`config.mk`:
```
export PLATFORM = sky130hd
export DESIGN_NAME = dptr_multiciclo
export DESIGN_NICKNAME = d
export VERILOG_FILES = /design/src/rtl/dptr_pkg.sv /design/src/rtl/dptr_alu.sv /design/src/rtl/dptr_multiciclo.sv
export SDC_FILE = /design/constraint.sdc
export NUM_CORES = 2
export LEC_CHECK = 0
export BUFFER_PORTS_ARGS = -buffer_cell sky130_fd_sc_hd__buf_2
export CAP_MARGIN = 20
export CORE_MARGIN = 2
export CORE_UTILIZATION = 40
export DETAILED_ROUTE_END_ITERATION = 6
export MAX_ROUTING_LAYER = met4
export PLACE_DENSITY = 0.61
export SLEW_MARGIN = 10
export SYNTH_ARGS = -nofsm -noshare
export SYNTH_HDL_FRONTEND = slang
export SYNTH_HIERARCHICAL = 1
export SYNTH_SLANG_ARGS = --single-unit
export TNS_END_PERCENT = 100
```
`constraint.sdc`:
```
create_clock -name clk -period 9.48 [get_ports clk]
set_input_delay 0.474 -clock clk [delete_from_list [all_inputs] [get_ports clk]]
set_output_delay 0.474 -clock clk [all_outputs]
set_load 0.03 [all_outputs]
```
`src/rtl/dptr_pkg.sv`:
```
// Shared constants, enums and instruction classification for the multi-cycle
// MIPS-subset datapath.
package dptr_pkg;

  localparam logic [5:0] OP_RTYPE = 6'h00;
  localparam logic [5:0] OP_LW    = 6'h23;
  localparam logic [5:0] OP_SW    = 6'h2B;

  localparam logic [5:0] FN_ADD = 6'h20;
  localparam logic [5:0] FN_SUB = 6'h22;
  localparam logic [5:0] FN_AND = 6'h24;
  localparam logic [5:0] FN_OR  = 6'h25;
  localparam logic [5:0] FN_NOR = 6'h27;
  localparam logic [5:0] FN_SLT = 6'h2A;

  localparam logic [1:0] ERR_OK      = 2'b00;
  localparam logic [1:0] ERR_ILLEGAL = 2'b01;
  localparam logic [1:0] ERR_TIMEOUT = 2'b10;

  typedef enum logic [2:0] {
    ALU_ADD,
    ALU_SUB,
    ALU_AND,
    ALU_OR,
    ALU_NOR,
    ALU_SLT
  } alu_op_t;

  typedef enum logic [2:0] {
    S_IDLE,
    S_DECODE,
    S_EXEC,
    S_MEM,
    S_WB
  } state_t;

  typedef enum logic [1:0] {
    K_RTYPE,
    K_LW,
    K_SW
  } kind_t;

  typedef struct packed {
    kind_t   kind;
    alu_op_t alu_op;
    logic    illegal;
  } dec_t;

  // Opcode/funct classification only; register-index range checks depend on
  // the bank size and live in the datapath.
  function automatic dec_t decode_op(input logic [5:0] op, input logic [5:0] funct);
    dec_t d;
    d.kind    = K_RTYPE;
    d.alu_op  = ALU_ADD;
    d.illegal = 1'b0;
    case (op)
      OP_RTYPE: begin
        case (funct)
          FN_ADD:  d.alu_op = ALU_ADD;
          FN_SUB:  d.alu_op = ALU_SUB;
          FN_AND:  d.alu_op = ALU_AND;
          FN_OR:   d.alu_op = ALU_OR;
          FN_NOR:  d.alu_op = ALU_NOR;
          FN_SLT:  d.alu_op = ALU_SLT;
          default: d.illegal = 1'b1;
        endcase
      end
      OP_LW:   d.kind = K_LW;
      OP_SW:   d.kind = K_SW;
      default: d.illegal = 1'b1;
    endcase
    return d;
  endfunction

endpackage

```
`src/rtl/dptr_alu.sv`:
```
// Combinational ALU for the multi-cycle datapath: add/sub/and/or/nor/signed
// set-less-than, with a zero flag on the result.
module dptr_alu
  import dptr_pkg::*;
#(
  parameter int DW = 32
) (
  input  alu_op_t        op,
  input  logic [DW-1:0]  a,
  input  logic [DW-1:0]  b,
  output logic [DW-1:0]  y,
  output logic           zf
);

  logic lt;

  // NOTE: every combinational output gets a default before the case so no
  // path leaves it unassigned and a latch is never inferred.
  always_comb begin
    y  = '0;
    lt = $signed(a) < $signed(b);
    case (op)
      ALU_ADD: y = a + b;
      ALU_SUB: y = a - b;
      ALU_AND: y = a & b;
      ALU_OR:  y = a | b;
      ALU_NOR: y = ~(a | b);
      ALU_SLT: y = DW'(lt);
      default: y = '0;
    endcase
  end

  assign zf = (y == '0);

endmodule

```
`src/rtl/dptr_multiciclo.sv`:
```
// Multi-cycle MIPS-subset datapath: R-type, LW and SW with an internal register
// bank and a req/ack data-memory port guarded by a timeout.
module dptr_multiciclo
  import dptr_pkg::*;
#(
  parameter int DW      = 32,
  parameter int AW      = 32,
  parameter int NREG    = 32,
  parameter int MEM_TMO = 15
) (
  input  logic          clk,
  input  logic          rst_n,
  input  logic          instr_valid,
  input  logic [31:0]   instr,
  output logic          instr_ready,
  output logic          mem_req,
  output logic          mem_we,
  output logic [AW-1:0] mem_addr,
  output logic [DW-1:0] mem_wdata,
  input  logic [DW-1:0] mem_rdata,
  input  logic          mem_ack,
  output logic          done,
  output logic [DW-1:0] result,
  output logic          zf,
  output logic [1:0]    err
);

  localparam int IW = (NREG > 1) ? $clog2(NREG) : 1;
  localparam int CW = $clog2(MEM_TMO + 1);

  state_t        state, state_nx;
  logic [31:0]   instr_q;
  logic [DW-1:0] rf [NREG];

  logic [DW-1:0] a_q, b_q, rt_q, alu_q, ld_q;
  logic          alu_zf_q;
  kind_t         kind_q;
  alu_op_t       alu_op_q;
  logic [1:0]    err_pend;
  logic [CW-1:0] tmo_cnt;

  logic [4:0]    rs, rt, rd, dest;
  dec_t          dec;
  logic          illegal, tmo_hit;
  logic [DW-1:0] rs_val, rt_val, sext_imm, alu_y;
  logic          alu_zf;

  function automatic logic idx_ok(input logic [4:0] idx);
    return int'(idx) < NREG;
  endfunction

  assign rs   = instr_q[25:21];
  assign rt   = instr_q[20:16];
  assign rd   = instr_q[15:11];
  assign dest = (kind_q == K_LW) ? rt : rd;

  // rd is only an operand field for R-type; in LW/SW it is part of the offset.
  always_comb begin
    dec     = decode_op(instr_q[31:26], instr_q[5:0]);
    illegal = dec.illegal || !idx_ok(rs) || !idx_ok(rt) ||
              ((dec.kind == K_RTYPE) && !idx_ok(rd));
    rs_val  = (idx_ok(rs) && rs != 5'd0) ? rf[rs[IW-1:0]] : '0;
    rt_val  = (idx_ok(rt) && rt != 5'd0) ? rf[rt[IW-1:0]] : '0;
  end

  assign sext_imm = DW'($signed(instr_q[15:0]));

  // An ack arriving in the final permitted wait cycle still completes the access.
  assign tmo_hit = (state == S_MEM) && !mem_ack && (tmo_cnt == CW'(MEM_TMO - 1));

  dptr_alu #(.DW(DW)) u_alu (
    .op (alu_op_q),
    .a  (a_q),
    .b  (b_q),
    .y  (alu_y),
    .zf (alu_zf)
  );

  // NOTE: clocked state uses non-blocking assignments so every register
  // samples values from before the edge, independent of statement order.
  always_ff @(posedge clk or negedge rst_n) begin
    if (!rst_n) state <= S_IDLE;
    else        state <= state_nx;
  end

  always_comb begin
    state_nx = state;
    case (state)
      S_IDLE:   if (instr_valid) state_nx = S_DECODE;
      S_DECODE: state_nx = illegal ? S_WB : S_EXEC;
      S_EXEC:   state_nx = (kind_q == K_RTYPE) ? S_WB : S_MEM;
      S_MEM:    if (mem_ack || tmo_hit) state_nx = S_WB;
      S_WB:     state_nx = S_IDLE;
      default:  state_nx = S_IDLE;
    endcase
  end

  always_comb begin
    instr_ready = (state == S_IDLE);
    mem_req     = (state == S_MEM);
    mem_we      = (state == S_MEM) && (kind_q == K_SW);
  end

  assign mem_addr  = AW'(alu_q);
  assign mem_wdata = rt_q;

  always_ff @(posedge clk or negedge rst_n) begin
    if (!rst_n) begin
      instr_q  <= '0;
      a_q      <= '0;
      b_q      <= '0;
      rt_q     <= '0;
      alu_q    <= '0;
      alu_zf_q <= 1'b0;
      ld_q     <= '0;
      kind_q   <= K_RTYPE;
      alu_op_q <= ALU_ADD;
      err_pend <= ERR_OK;
      tmo_cnt  <= '0;
      done     <= 1'b0;
      result   <= '0;
      zf       <= 1'b0;
      err      <= ERR_OK;
    end else begin
      done <= 1'b0;
      case (state)
        S_IDLE: if (instr_valid) instr_q <= instr;
        S_DECODE: begin
          a_q      <= rs_val;
          rt_q     <= rt_val;
          b_q      <= (dec.kind == K_RTYPE) ? rt_val : sext_imm;
          kind_q   <= dec.kind;
          alu_op_q <= dec.alu_op;
          err_pend <= illegal ? ERR_ILLEGAL : ERR_OK;
          tmo_cnt  <= '0;
        end
        S_EXEC: begin
          alu_q    <= alu_y;
          alu_zf_q <= alu_zf;
        end
        S_MEM: begin
          if (mem_ack) begin
            ld_q <= mem_rdata;
          end else begin
            tmo_cnt <= tmo_cnt + CW'(1);
            if (tmo_hit) err_pend <= ERR_TIMEOUT;
          end
        end
        S_WB: begin
          done <= 1'b1;
          err  <= err_pend;
          // Aborted instructions leave the previously reported result visible.
          if (err_pend == ERR_OK) begin
            result <= (kind_q == K_LW) ? ld_q : alu_q;
            zf     <= alu_zf_q;
          end
        end
        default: ;
      endcase
    end
  end

  // NOTE: the register bank is an array of flops that must start from zero,
  // so it takes the async reset like any other state (no RAM macro here).
  always_ff @(posedge clk or negedge rst_n) begin
    if (!rst_n) begin
      for (int i = 0; i < NREG; i++) rf[i] <= '0;
    end else if (state == S_WB && err_pend == ERR_OK && kind_q != K_SW &&
                 dest != 5'd0) begin
      rf[dest[IW-1:0]] <= (kind_q == K_LW) ? ld_q : alu_q;
    end
  end

endmodule

```
==> impl_metrics.yaml <==
synthesis:
  synth_cells: 6292
  syn_area_per_cell_sq_um: 10.73
  netlist-cell-type-count: 98
  synth-seq-area-share_pct: 46.98
  synthTopCellsByArea: "dfrtp_1, mux4_2, a21oi_1"
  yosys.area.top_type: "dfrtp_1"
  synth_edf_count: 0
  async_flop_share_pct: 100.0
  synth.top_cell.area_share_pct: 46.98
  synth_commonest_cells: "dfrtp_1, a21oi_1, nor2_1"
  yosys_warnings: 6
  ys_ff_latch: 1267
  synthFlopType: "dfrtp_1"
  syn_area_sq_um: 67490
  syn-num-nets: 6465
  yosysMostFrequentCell: "dfrtp_1"
timing:
  fin_tns_setup_ns: 0
  tightest_slew_ns: 1.250
  finalHoldViolCount: 0
  setup_viol: 0
  rsz0062_at_grt: "no"
  max_freq_mhz: 217.4
  maxSlewHeadroom_pct: 16.64
  fin_crit_ns: 4.599
  slew_viol_final: 0
  fin_worst_skew_ns: 0.02668
  fin_crit_sh_pct: 48.52
detailed_routing:
  drt_iter0_drc: 6385
  dr.pass1.iters: 6
  num_vias: 53530
  post_drt_via_cell_ratio: 6.280
  post-route-drc-count: 0
  routed_wl_mm: 244.0
  wl_met3_mm: 22.30
  top_layer: "met4"
  wl_per_cell_microns: 28.63
  wl_met1_mm: 98.31
  wl_met2_mm: 112.5
  ant_nets: 0
cells_and_area:
  layout.nets: 6386
  synthToLayoutAreaGrowth_pct: 12.03
  layout.cells.non_filler: 8524
  layout-drive-gt1-share_pct: 19.71
pwr:
  ir_drop_mv: 0.2240
  finalPower_mw: 25.91
  p_per_area_nw_per_um2: 342.7
  p_leak_nw: 33.45
die:
  die_y_microns: 414.8
  rows: 150
  die_area_sq_um: 172000
  io_pins: 171
  die_x_microns: 414.8
  initial_utilization_pct: 40.32
  coreArea_sq_um: 167400
grt:
  grt_antenna_before_repair: 7
  grt_pass1_vias: 51440
  overflow: 0
  grt_pass1_wl_mm: 357.5
  grt_max_degree: 158
  grt_util_all_layers_pct: 28.81
place:
  globalplace.congestion: 0.9857
  dp_hpwl_mm: 151.1
  portBuffers: 170
  place_inst: 8209
setup_path:
  rr_endpoint: "alu_zf_q"
  ff2ff_setup_slack_ns: 4.88
  crit_chain: "inv_1 > ha_1 > or4_1 > o211ai_1 > a311o_1 > o221ai_1 > a221oi_1 > o221ai_1 > nor4_1 > nand4_1 > nor4_2 > mux2_2"
  required_ns: 10.20
  cpLargestDelayFamily: "compound AO/OA/AOI/OAI gates"
  r2r_cells: 12
  crit_fanout: 8
  endpoint_kind: "flip-flop"
  crit_path_start_kind: "flip-flop"
  cp_common_cell: "o221ai_1"
  cp.arrival_ns: 5.32
  slowest_delay_ns: 0.74
  critPathSlowestCell: "o211ai_1"
  path_class: "flip-flop to flip-flop"
  worst-path-buf-inv: 1
  r2r-start: "b_q[8]"
  worstSetupStartpoint: "b_q[8]"
clocking:
  cts.clk_slew.worst_paths_ns: 0.06
  postCtsSetupBuffers: 0
  clk_latency_ns: 0.79
  clock_sinks: 1267
  htreeDepth: 4
  cts_tree: "built"
  post_cts_resized: 0
  root_buffer: "clkbuf_16"
  clockBufferDepth: 3
  cts_buffers: 134
worst_hold_path:
  hold_start: "mem_ack"
  whs_path_depth: 3
  worst_hold_path.endpoint: "err_pend[1]"
  min_path_type: "primary input to flip-flop"
status:
  status: "completed"
job:
  maxCapViolations: 0
stage by stage:
stage	worst slack [ns]	utilization [%]	cell area, sq um	hold slack (ns)
6_report	4.881	45.16	75610	0.1416
5_1_grt	4.661	45.16	75610	0.1495
4_1_cts	4.981	45.08	75460	0.09051
3_5_place_dp	5.004	42.01	70330	0.3833
3_3_place_gp	4.968	41.88	70110	0.3763
2_1_floorplan	5.963	-	67490	0.1784
power by group:
group	internal [mW]	switching, mW
registers	7.05	1.68
logic	4.62	7.11
clock network	3.15	2.30
total	14.8	11.1
repair_timing:
action	4_1_cts	5_1_grt
endpoints found under the hold margin	193	0
endpoints found under the setup margin	0	0
hold buffers	66	0
layout by cell type, fill, tap and decap left out, types with 26 or more instances in the layout:
cell type      instances
dfrtp_1             1257
a21oi_1             1152
nor2_1              1128
mux4_2               483
nand2_1              241
buf_2                169
mux2i_1              168
clkbuf_16            138
buf_4                134
o21ai_0              127
inv_1                111
ha_1                 103
mux2_2                93
o22ai_1               79
nand3_1               71
a211oi_1              69
dlygate4sd3_1         66
a22oi_1               59
o221ai_1              40
clkbuf_8              32
nor3_4                31
nor3_1                30
clkbuf_1              28
mux2i_4               26
cells by family after synthesis:
family	after synthesis	share of synthesized area, %
AO/OA/AOI/OAI	1755	15.08
adder cells (fa/ha/maj)	105	1.969
XOR/XNOR	8	0.1038
multiplexers	777	20.66
flip-flops	1267	46.98
AND/OR/NAND/NOR	1662	10.65
buffers and inverters	718	4.568
how the worst max path moves through the flow:
stage / endpoint / slack (ns) / cells after the start
2_1_floorplan: alu_zf_q / 5.96 / 13
4_1_cts: b_q[6] / 4.98 / 8
3_3_place_gp: alu_zf_q / 4.97 / 13
3_5_place_dp: b_q[2] / 5.00 / 8
6_report: alu_zf_q / 4.88 / 12
5_1_grt: alu_zf_q / 4.66 / 13
tightest hold or removal path, cell delays in order:
cell and delay (ns):
buf_2 0.18, nor3_1 0.08, o21a_1 0.16
state kept, by name, summed over array words and instances, names as in the netlist, 32 cells and up:
| register | cells |
|---|---|
| ld_q | 32 |
| a_q | 32 |
| mem_addr | 32 |
| b_q | 32 |
| result | 32 |
| mem_wdata | 32 |
| instr_q | 32 |
| rf | 1024 |
layout make-up:
| cell class | count | area [sq um] |
|---|---|---|
| antenna | 3 | 7.507 |
| clock buffer | 198 | 3999 |
| clock inverter | 42 | 475.5 |
| fill | 15340 | 91800 |
| inverter | 112 | 420.4 |
| multi-input combinational | 4307 | 33190 |
| sequential | 1267 | 31740 |
| tap | 2204 | 2758 |
| timing repair buffer | 391 | 3018 |
per-layer routing:
| layer | global-route usage [%] | vias up |
|---|---|---|
| met5 | - | - |
| met3 | 4.548 | 556 |
| li1 | - | 22730 |
| met2 | 43.92 | 2893 |
| met1 | 38.68 | 27350 |
| met4 | 11.48 | 0 |
Note: power is estimated with default switching activity, not from simulation.
